File: config.mk
export PLATFORM = sky130hd
export DESIGN_NAME = lock_server
export DESIGN_NICKNAME = d
export VERILOG_FILES = /design/src/rtl/ring_pkg.sv /design/src/rtl/lock_owner_table.sv /design/src/rtl/lock_server.sv
export SDC_FILE = /design/constraint.sdc
export NUM_CORES = 1
export LEC_CHECK = 0
export ABC_AREA = 1
export CAP_MARGIN = 30
export CORE_MARGIN = 10
export CORE_UTILIZATION = 62
export CTS_BUF_LIST = sky130_fd_sc_hd__clkbuf_2
export DETAILED_ROUTE_END_ITERATION = 8
export PLACE_DENSITY_LB_ADDON = 0.12
export SYNTH_ARGS = -nofsm -noshare
export SYNTH_HDL_FRONTEND = slang
export SYNTH_HIERARCHICAL = 1
export SYNTH_SLANG_ARGS = --single-unit
File: constraint.sdc
create_clock -name clock -period 6.9 [get_ports clock]
set_input_delay 1.38 -clock clock [delete_from_list [all_inputs] [get_ports clock]]
set_output_delay 1.38 -clock clock [all_outputs]
set_load 0.1 [all_outputs]
File: src/rtl/ring_pkg.sv
// Shared ring definitions: slot type codes, lock count and the owner-table entry layout.
// Pure declarations; no timing or flow control.
package ring_pkg;

  localparam int NLOCKS = 64;

  localparam logic [3:0] SLOT_TOKEN    = 4'd1;
  localparam logic [3:0] SLOT_NULL     = 4'd7;
  localparam logic [3:0] SLOT_LOCK     = 4'd9;
  localparam logic [3:0] SLOT_LOCKFAIL = 4'd10;
  localparam logic [3:0] SLOT_UNLOCK   = 4'd11;

  typedef struct packed {
    logic       valid;
    logic [3:0] owner;
  } lock_entry_t;

endpackage

File: src/rtl/lock_owner_table.sv
// 64x5 lock owner RAM: one clocked write port, combinational read ports for the ring and the CPU.
// A write is visible to both read ports in the cycle after its clock edge; never stalls.
module lock_owner_table
  import ring_pkg::*;
(
  input  logic       clock,
  input  logic       we,
  input  logic [5:0] waddr,
  input  logic [4:0] wdata,
  input  logic [5:0] raddr_ring,
  output logic [4:0] rdata_ring,
  input  logic [5:0] raddr_io,
  output logic [4:0] rdata_io
);

  logic [4:0] mem_q [NLOCKS];

  // No reset: the owning FSM sweeps every entry to zero after reset.
  always_ff @(posedge clock) begin
    if (we) begin
      mem_q[waddr] <= wdata;
    end
  end

  assign rdata_ring = mem_q[raddr_ring];
  assign rdata_io   = mem_q[raddr_io];

endmodule

File: src/rtl/lock_server.sv
// Ring lock station: grants/refuses Lock slots, consumes Unlocks, exposes the owner table as an I/O device.
// Ring path is one registered cycle; CPU I/O answers combinationally but stalls in INIT or on a ring write.
module lock_server
  import ring_pkg::*;
#(
  parameter logic [3:0] SRVID = 4'd14
) (
  input  logic        clock,
  input  logic        reset,
  input  logic [31:0] RingIn,
  input  logic [3:0]  SlotTypeIn,
  input  logic [3:0]  SrcDestIn,
  output logic [31:0] RingOut,
  output logic [3:0]  SlotTypeOut,
  output logic [3:0]  SrcDestOut,
  input  logic [8:3]  aq,
  input  logic        read,
  input  logic        selLockSrv,
  output logic [31:0] rqLockSrv,
  output logic        wrq,
  output logic        done,
  output logic        initBusy
);

  localparam logic STATE_INIT = 1'b0;
  localparam logic STATE_RUN  = 1'b1;

  logic        state_q, state_d;
  logic [5:0]  sweep_q, sweep_d;
  logic [15:0] fail_cnt_q, fail_cnt_d;
  logic [31:0] ring_out_q, ring_out_d;
  logic [3:0]  slot_type_q, slot_type_d;
  logic [3:0]  src_dest_q, src_dest_d;

  lock_entry_t ring_entry, io_entry;
  lock_entry_t ring_wdata, tbl_wdata;
  logic        ring_we, tbl_we;
  logic [5:0]  tbl_waddr;
  logic        is_run, io_rd_req, io_wr_req;

  lock_owner_table u_table (
    .clock      (clock),
    .we         (tbl_we),
    .waddr      (tbl_waddr),
    .wdata      (tbl_wdata),
    .raddr_ring (RingIn[5:0]),
    .rdata_ring (ring_entry),
    .raddr_io   (aq),
    .rdata_io   (io_entry)
  );

  assign is_run    = (state_q == STATE_RUN);
  assign io_rd_req = selLockSrv & read & is_run;
  assign io_wr_req = selLockSrv & ~read & is_run;

  always_comb begin
    ring_out_d  = RingIn;
    slot_type_d = SlotTypeIn;
    src_dest_d  = SrcDestIn;
    fail_cnt_d  = fail_cnt_q;
    ring_we     = 1'b0;
    ring_wdata  = '0;
    case (SlotTypeIn)
      SLOT_LOCK: begin
        if (!is_run) begin
          slot_type_d = SLOT_LOCKFAIL;
        end else if (!ring_entry.valid) begin
          ring_we    = 1'b1;
          ring_wdata = '{valid: 1'b1, owner: SrcDestIn};
        end else if (ring_entry.owner != SrcDestIn) begin
          slot_type_d = SLOT_LOCKFAIL;
          if (fail_cnt_q != 16'hFFFF) begin
            fail_cnt_d = fail_cnt_q + 16'd1;
          end
        end
      end
      SLOT_UNLOCK: begin
        if (RingIn[11:8] == SRVID) begin
          slot_type_d = SLOT_NULL;
          ring_out_d  = '0;
          src_dest_d  = '0;
          if (is_run && ring_entry.valid && (ring_entry.owner == SrcDestIn)) begin
            ring_we = 1'b1;
          end
        end
      end
      default: ;
    endcase
  end

  // Single write port: sweep in INIT, otherwise the ring beats a CPU clear.
  always_comb begin
    tbl_we    = 1'b0;
    tbl_waddr = '0;
    tbl_wdata = '0;
    if (!is_run) begin
      tbl_we    = 1'b1;
      tbl_waddr = sweep_q;
    end else if (ring_we) begin
      tbl_we    = 1'b1;
      tbl_waddr = RingIn[5:0];
      tbl_wdata = ring_wdata;
    end else if (io_wr_req) begin
      tbl_we    = 1'b1;
      tbl_waddr = aq;
    end
  end

  always_comb begin
    state_d = state_q;
    sweep_d = sweep_q;
    if (!is_run) begin
      sweep_d = sweep_q + 6'd1;
      if (sweep_q == 6'd63) begin
        state_d = STATE_RUN;
      end
    end
  end

  always_ff @(posedge clock or negedge reset) begin
    if (!reset) begin
      state_q     <= STATE_INIT;
      sweep_q     <= '0;
      fail_cnt_q  <= '0;
      ring_out_q  <= '0;
      slot_type_q <= SLOT_NULL;
      src_dest_q  <= '0;
    end else begin
      state_q     <= state_d;
      sweep_q     <= sweep_d;
      fail_cnt_q  <= fail_cnt_d;
      ring_out_q  <= ring_out_d;
      slot_type_q <= slot_type_d;
      src_dest_q  <= src_dest_d;
    end
  end

  assign RingOut     = ring_out_q;
  assign SlotTypeOut = slot_type_q;
  assign SrcDestOut  = src_dest_q;
  assign initBusy    = ~is_run;
  assign wrq         = io_rd_req;
  assign done        = io_rd_req | (io_wr_req & ~ring_we);
  assign rqLockSrv   = io_rd_req ? {fail_cnt_q, 11'b0, io_entry.valid, io_entry.owner} : 32'h0;

endmodule
; Yosys cells after proc, flatten, opt, wreduce, memory -nomap -nowiden
; Memories as Yosys holds them, arrays and structs flattened.
; Cells that the tools add are included.
[classes]
addsub = 2
eq_ne = 7
mux = 29
bitwise = 9
n_reduce_logical = 3
[ops]
columns = operator, count
row1 = $mux W32, 3
row2 = $mux W4, 6
row3 = $mux W5, 4
row4 = $mux W6, 3
row5 = $add A16 B1 Y16 const B, 1
row6 = $ne A16 B16 Y1 const B, 1
row7 = $eq A4 B4 Y1 const B, 3
row8 = $mux W1, 11
row9 = $pmux W4 S2, 1
row10 = $add A6 B1 Y6 const B, 1
row11 = $eq A6 B6 Y1 const B, 1
row12 = $and A1 B1 Y1, 5
row13 = $reduce_and A5 Y1, 1
row14 = $eq A4 B4 Y1, 1
row15 = $ne A4 B4 Y1, 1
row16 = $not A1 Y1, 3
row17 = $logic_and A1 B1 Y1, 2
row18 = $pmux W1 S2, 1
row19 = $or A1 B1 Y1, 1
[totals]
register_bits = 63
mem_bits_rw = 320
input_bits = 50
out_inout_bits = 75
word_cells = 57
memories = 1
[memory_table]
columns = memory, depth, word_bits, read_ports, rd_ports_with_merged_regs, write_ports, line
row1 = u_table.mem_q, 64, 5, 2, 0, 1, lock_owner_table.sv:16  ; logic [4:0] mem_q [NLOCKS];

; Logic depth before layout (Yosys ltp)
; An unclocked memory read counts as a cell.
[depth]
word_depth = 10
depth_mapped = 25
depth_no_buf = 21

; Hierarchy
; The synthesis kept the hierarchy.
[modules_own_cells]
columns = mod, instances, cells_per_inst, area_per_inst_um2, seq_area_each_um2
row1 = lock_owner_table, 1, 1904, 16574.6, 9609.2
row2 = lock_server, 1, 437, 3296.9, 1580.3

; Worst setup path after synthesis
; OpenSTA, ideal clock, no wires.
[synth_path]
kind = input-to-output
from = input RingIn[0]
to = output done
arrival_ps = 5469
required_time_ps = 5520
path_slack_ps = 51
cell_stages = 17
n_path_buf = 3
path_cell_list = buf_6 > inv_4 > buf_6 > buf_6 > nand2_1 > nand3_1 > nand3_1 > nand2_1 > nand2_1 > nand3_1 > nand3_1 > nand2_1 > inv_1 > nand2_1 > nor2_1 > o21bai_2 > o21ai_0
[synth_rtl]
columns = element, line
row1 = from (decl), lock_server.sv:10  ; input logic [31:0] RingIn,
row2 = to (decl), lock_server.sv:21  ; output logic done,

==> flow_summary_export.csv <==
group,metric,value,unit
global_route,grt_max_degree,163,
cts,cts_root_buffer,"clkbuf_2",
critical_path,cp_slowest_stage_delay,0.37,ns
final_layout,fillers,2560,
cts,htreeDepth,3,
logic_synthesis,synth_cell_types,36,
cts,cts_tree,"built",
placed_design,io_buffers,113,
power,leakagePower,9.53,nW
floorplan,core_area,31600,um2
cts,post_cts_resized,0,
sta,tns,0,ns
logic_synthesis,synth_top_area_frac,0.484,
critical_path,crit_arrival,4.47,ns
flow_run,max_cap_violations,0,
drt,wirelength,61500,um
cts,clockBufferDepth,3,
drt,drt-pass1-iter-count,8,
sta,slew_violations,0,
floorplan,die_area,39600,um2
drt,wl_per_cell,20.8,um
placed_design,place.gp.congestion,0.964,
drt,vias_per_cell,6.02,
final_layout,drive_gt1_frac,0.0987,
final_layout,final_core_util,0.699,
logic_synthesis,yosysTopAreaCell,"edfxtp_1",
critical_path,worstPathCellList,"buf_4, inv_4, buf_12, nand2_1, nand3_1, nand3_1, nand2_1, nand2_1, nand3_1, nand3_1, nand2_1, nand2_1, nand3b_1, o21bai_2, o21ai_0, buf_12",
logic_synthesis,seq_area_frac_synth,0.563,
logic_synthesis,yosys_warnings,6,
floorplan,fp.dieW,199,um
critical_path,path_class,"in -> out",
global_route,grtUsageTotal,0.310,
global_route,grt_pass1_vias,17300,
power,power_density,210,nW/um2
sta,grt_setup_unrepaired,"no",
critical_path,crit_path_max_fanout,63,
floorplan,pin_count,125,
logic_synthesis,synthTopCellsByArea,"edfxtp_1 (48%), nand2_1 (17%), nand3_1 (14%)",
final_layout,fin_nets,2515,
critical_path,cp-end-kind,"output pin",
cts,postCtsSetupRepairBufs,0,
placed_design,placedCellCount,2763,
cts,hold_buffers,0,
critical_path,required,5.52,ns
sta,worst_slack,1.05,ns
power,vdd_drop_max,0.165,mV
status,status,"finished clean",
global_route,antenna_found_initial,4,
logic_synthesis,postSynthAreaPerCell,8.49,um2
power,power,4.62,mW
critical_path,critical-path-top-delay-family,"simple AND/OR/NAND/NOR gates",
drt,drtIter0Drc,2170,
cts,cts_made_buffers,99,
drt,drc_errors,0,
floorplan,rows,65,
critical_path,cpMaxStageDelayCell,"inv_4",
sta,min_period,5.85,ns
hold_path,hold_path_class,"reg -> reg",
final_layout,final_area,22100,um2
sta,setup_viol,0,
cts,clock_latency,1.07,ns
critical_path,path_common_cell,"nand2_1",
final_layout,syn_to_final_growth,11.1,%
sta,hold_violations,0,
logic_synthesis,synth_edf_count,320,
drt,drtAntennaViolNets,0,
logic_synthesis,synthFlopType,"edfxtp_1",
cts,path_clk_slew,0.11,ns
placed_design,dpl.hpwl,39100,um
global_route,grt_pass1_wl,94400,um
drt,vias,17800,
placed_design,placed_area,21200,um2
sta,max-slew-margin-rel,0.296,
sta,tightest_slew,1.05,ns
critical_path,crit_path_start_kind,"input port",
logic_synthesis,syn_area,19900,um2
logic_synthesis,syn_inst,2341,
sta,fin_skew,0.121,ns
logic_synthesis,ys_async_sr_fraction,0.164,
floorplan,die_h,199,um
logic_synthesis,synth_commonest_cells,"nand2_1 (925), nand3_1 (569), edfxtp_1 (320)",
floorplan,initial_utilization,0.630,
sta,hold_ws,0.510,ns
placed_design,place_ws,1.02,ns
global_route,overflow,0,
sta,fmax,171,MHz
critical_path,worst-path-buf-inv,4,
final_layout,final_cells,2949,
cts,cts.sinks,383,
logic_synthesis,ys_seq_elements,383,
logic_synthesis,synth.most_common_cell,"nand2_1",
sta,fin_crit_sh,0.848,
## power by group
part	leakage, nW	switching (mW)	internal (mW)
Clock	0.681	0.943	0.559
Sequential	3.00	0.00347	2.48
Combinational	5.85	0.461	0.174
## area by class of cell
| class | instances | area [um2] | share of cell area |
|---|---|---|---|
| clock buffers | 140 | 701 | 0.0317 |
| multi-input cells | 1710 | 7420 | 0.336 |
| well taps | 402 | 503 | 0.0228 |
| clock inverters | 40 | 176 | 0.00799 |
| repair buffers | 169 | 1680 | 0.0761 |
| inverters | 100 | 383 | 0.0173 |
| diodes | 5 | 12.5 | 0.000567 |
| flip-flops and latches | 383 | 11200 | 0.507 |
## layer usage
| layer | routed length (um) | global-route usage | up-vias |
|---|---|---|---|
| li1 | - | - | 8088 |
| met1 | 22100 | 0.382 | 8203 |
| met2 | 29400 | 0.500 | 1244 |
| met3 | 7390 | 0.0696 | 228 |
| met4 | 2620 | 0.166 | 2 |
| met5 | 13 | 0 | - |
## flip-flops by register name (all words and copies together) (netlist names)
register and count:
u_table/mem_q 320, RingOut 32, fail_cnt_q 16, sweep_q 6, SlotTypeOut 4, SrcDestOut 4
is_run 1
## cells in the final DEF (no fill, tap or decap), drive strengths merged
| master | instances |
|---|---|
| a21oi | 2 |
| ha | 2 |
| dfstp | 3 |
| nor3 | 2 |
| dfrtp | 60 |
| o21ai | 2 |
| nand4 | 16 |
| a21boi | 1 |
| inv | 98 |
| xnor2 | 3 |
| clkinv | 42 |
| xor2 | 14 |
| diode | 5 |
| conb | 11 |
| edfxtp | 320 |
| nand3b | 2 |
| nand2 | 926 |
| clkbuf | 140 |
| clkdlybuf4s50 | 100 |
| nor4 | 8 |
| nand3 | 570 |
| o21bai | 2 |
| buf | 69 |
| nor2 | 149 |
## logic make-up after synthesis
kind of cell / count (synthesis) / share of synthesized area
buffers and inverters: 258 / 0.0671
AOI/OAI and AO/OA: 7 / 0.00233
adders and majority gates: 2 / 0.00126
and+or+nand+nor: 1673 / 0.359
other: 1 / 0.000189
xor gates and xnor gates: 17 / 0.00749
DFF: 383 / 0.563
## path summary, 6_finish.rpt
kind | start | to | slack, ns | cells after the start
setup reg to reg | u_table/mem_q[30][4]$_DFFE_PP_ | u_table/mem_q[21][0]$_DFFE_PP_ | 2.76 | 18
min in group asynchronous | reset | fail_cnt_q[0]$_DFFE_PN0P_ | 0.53 | 2
setup / recovery | RingIn[0] | done | 1.05 | 16
hold reg to reg | sweep_q[5]$_DFFE_PN0N_ | sweep_q[5]$_DFFE_PN0N_ | 0.51 | 1
hold / removal | sweep_q[5]$_DFFE_PN0N_ | sweep_q[5]$_DFFE_PN0N_ | 0.51 | 1
max in group asynchronous | reset | RingOut[0]$_DFF_PN0_ | 5.76 | 2
No activity file was read; power rests on OpenSTA's default activity.
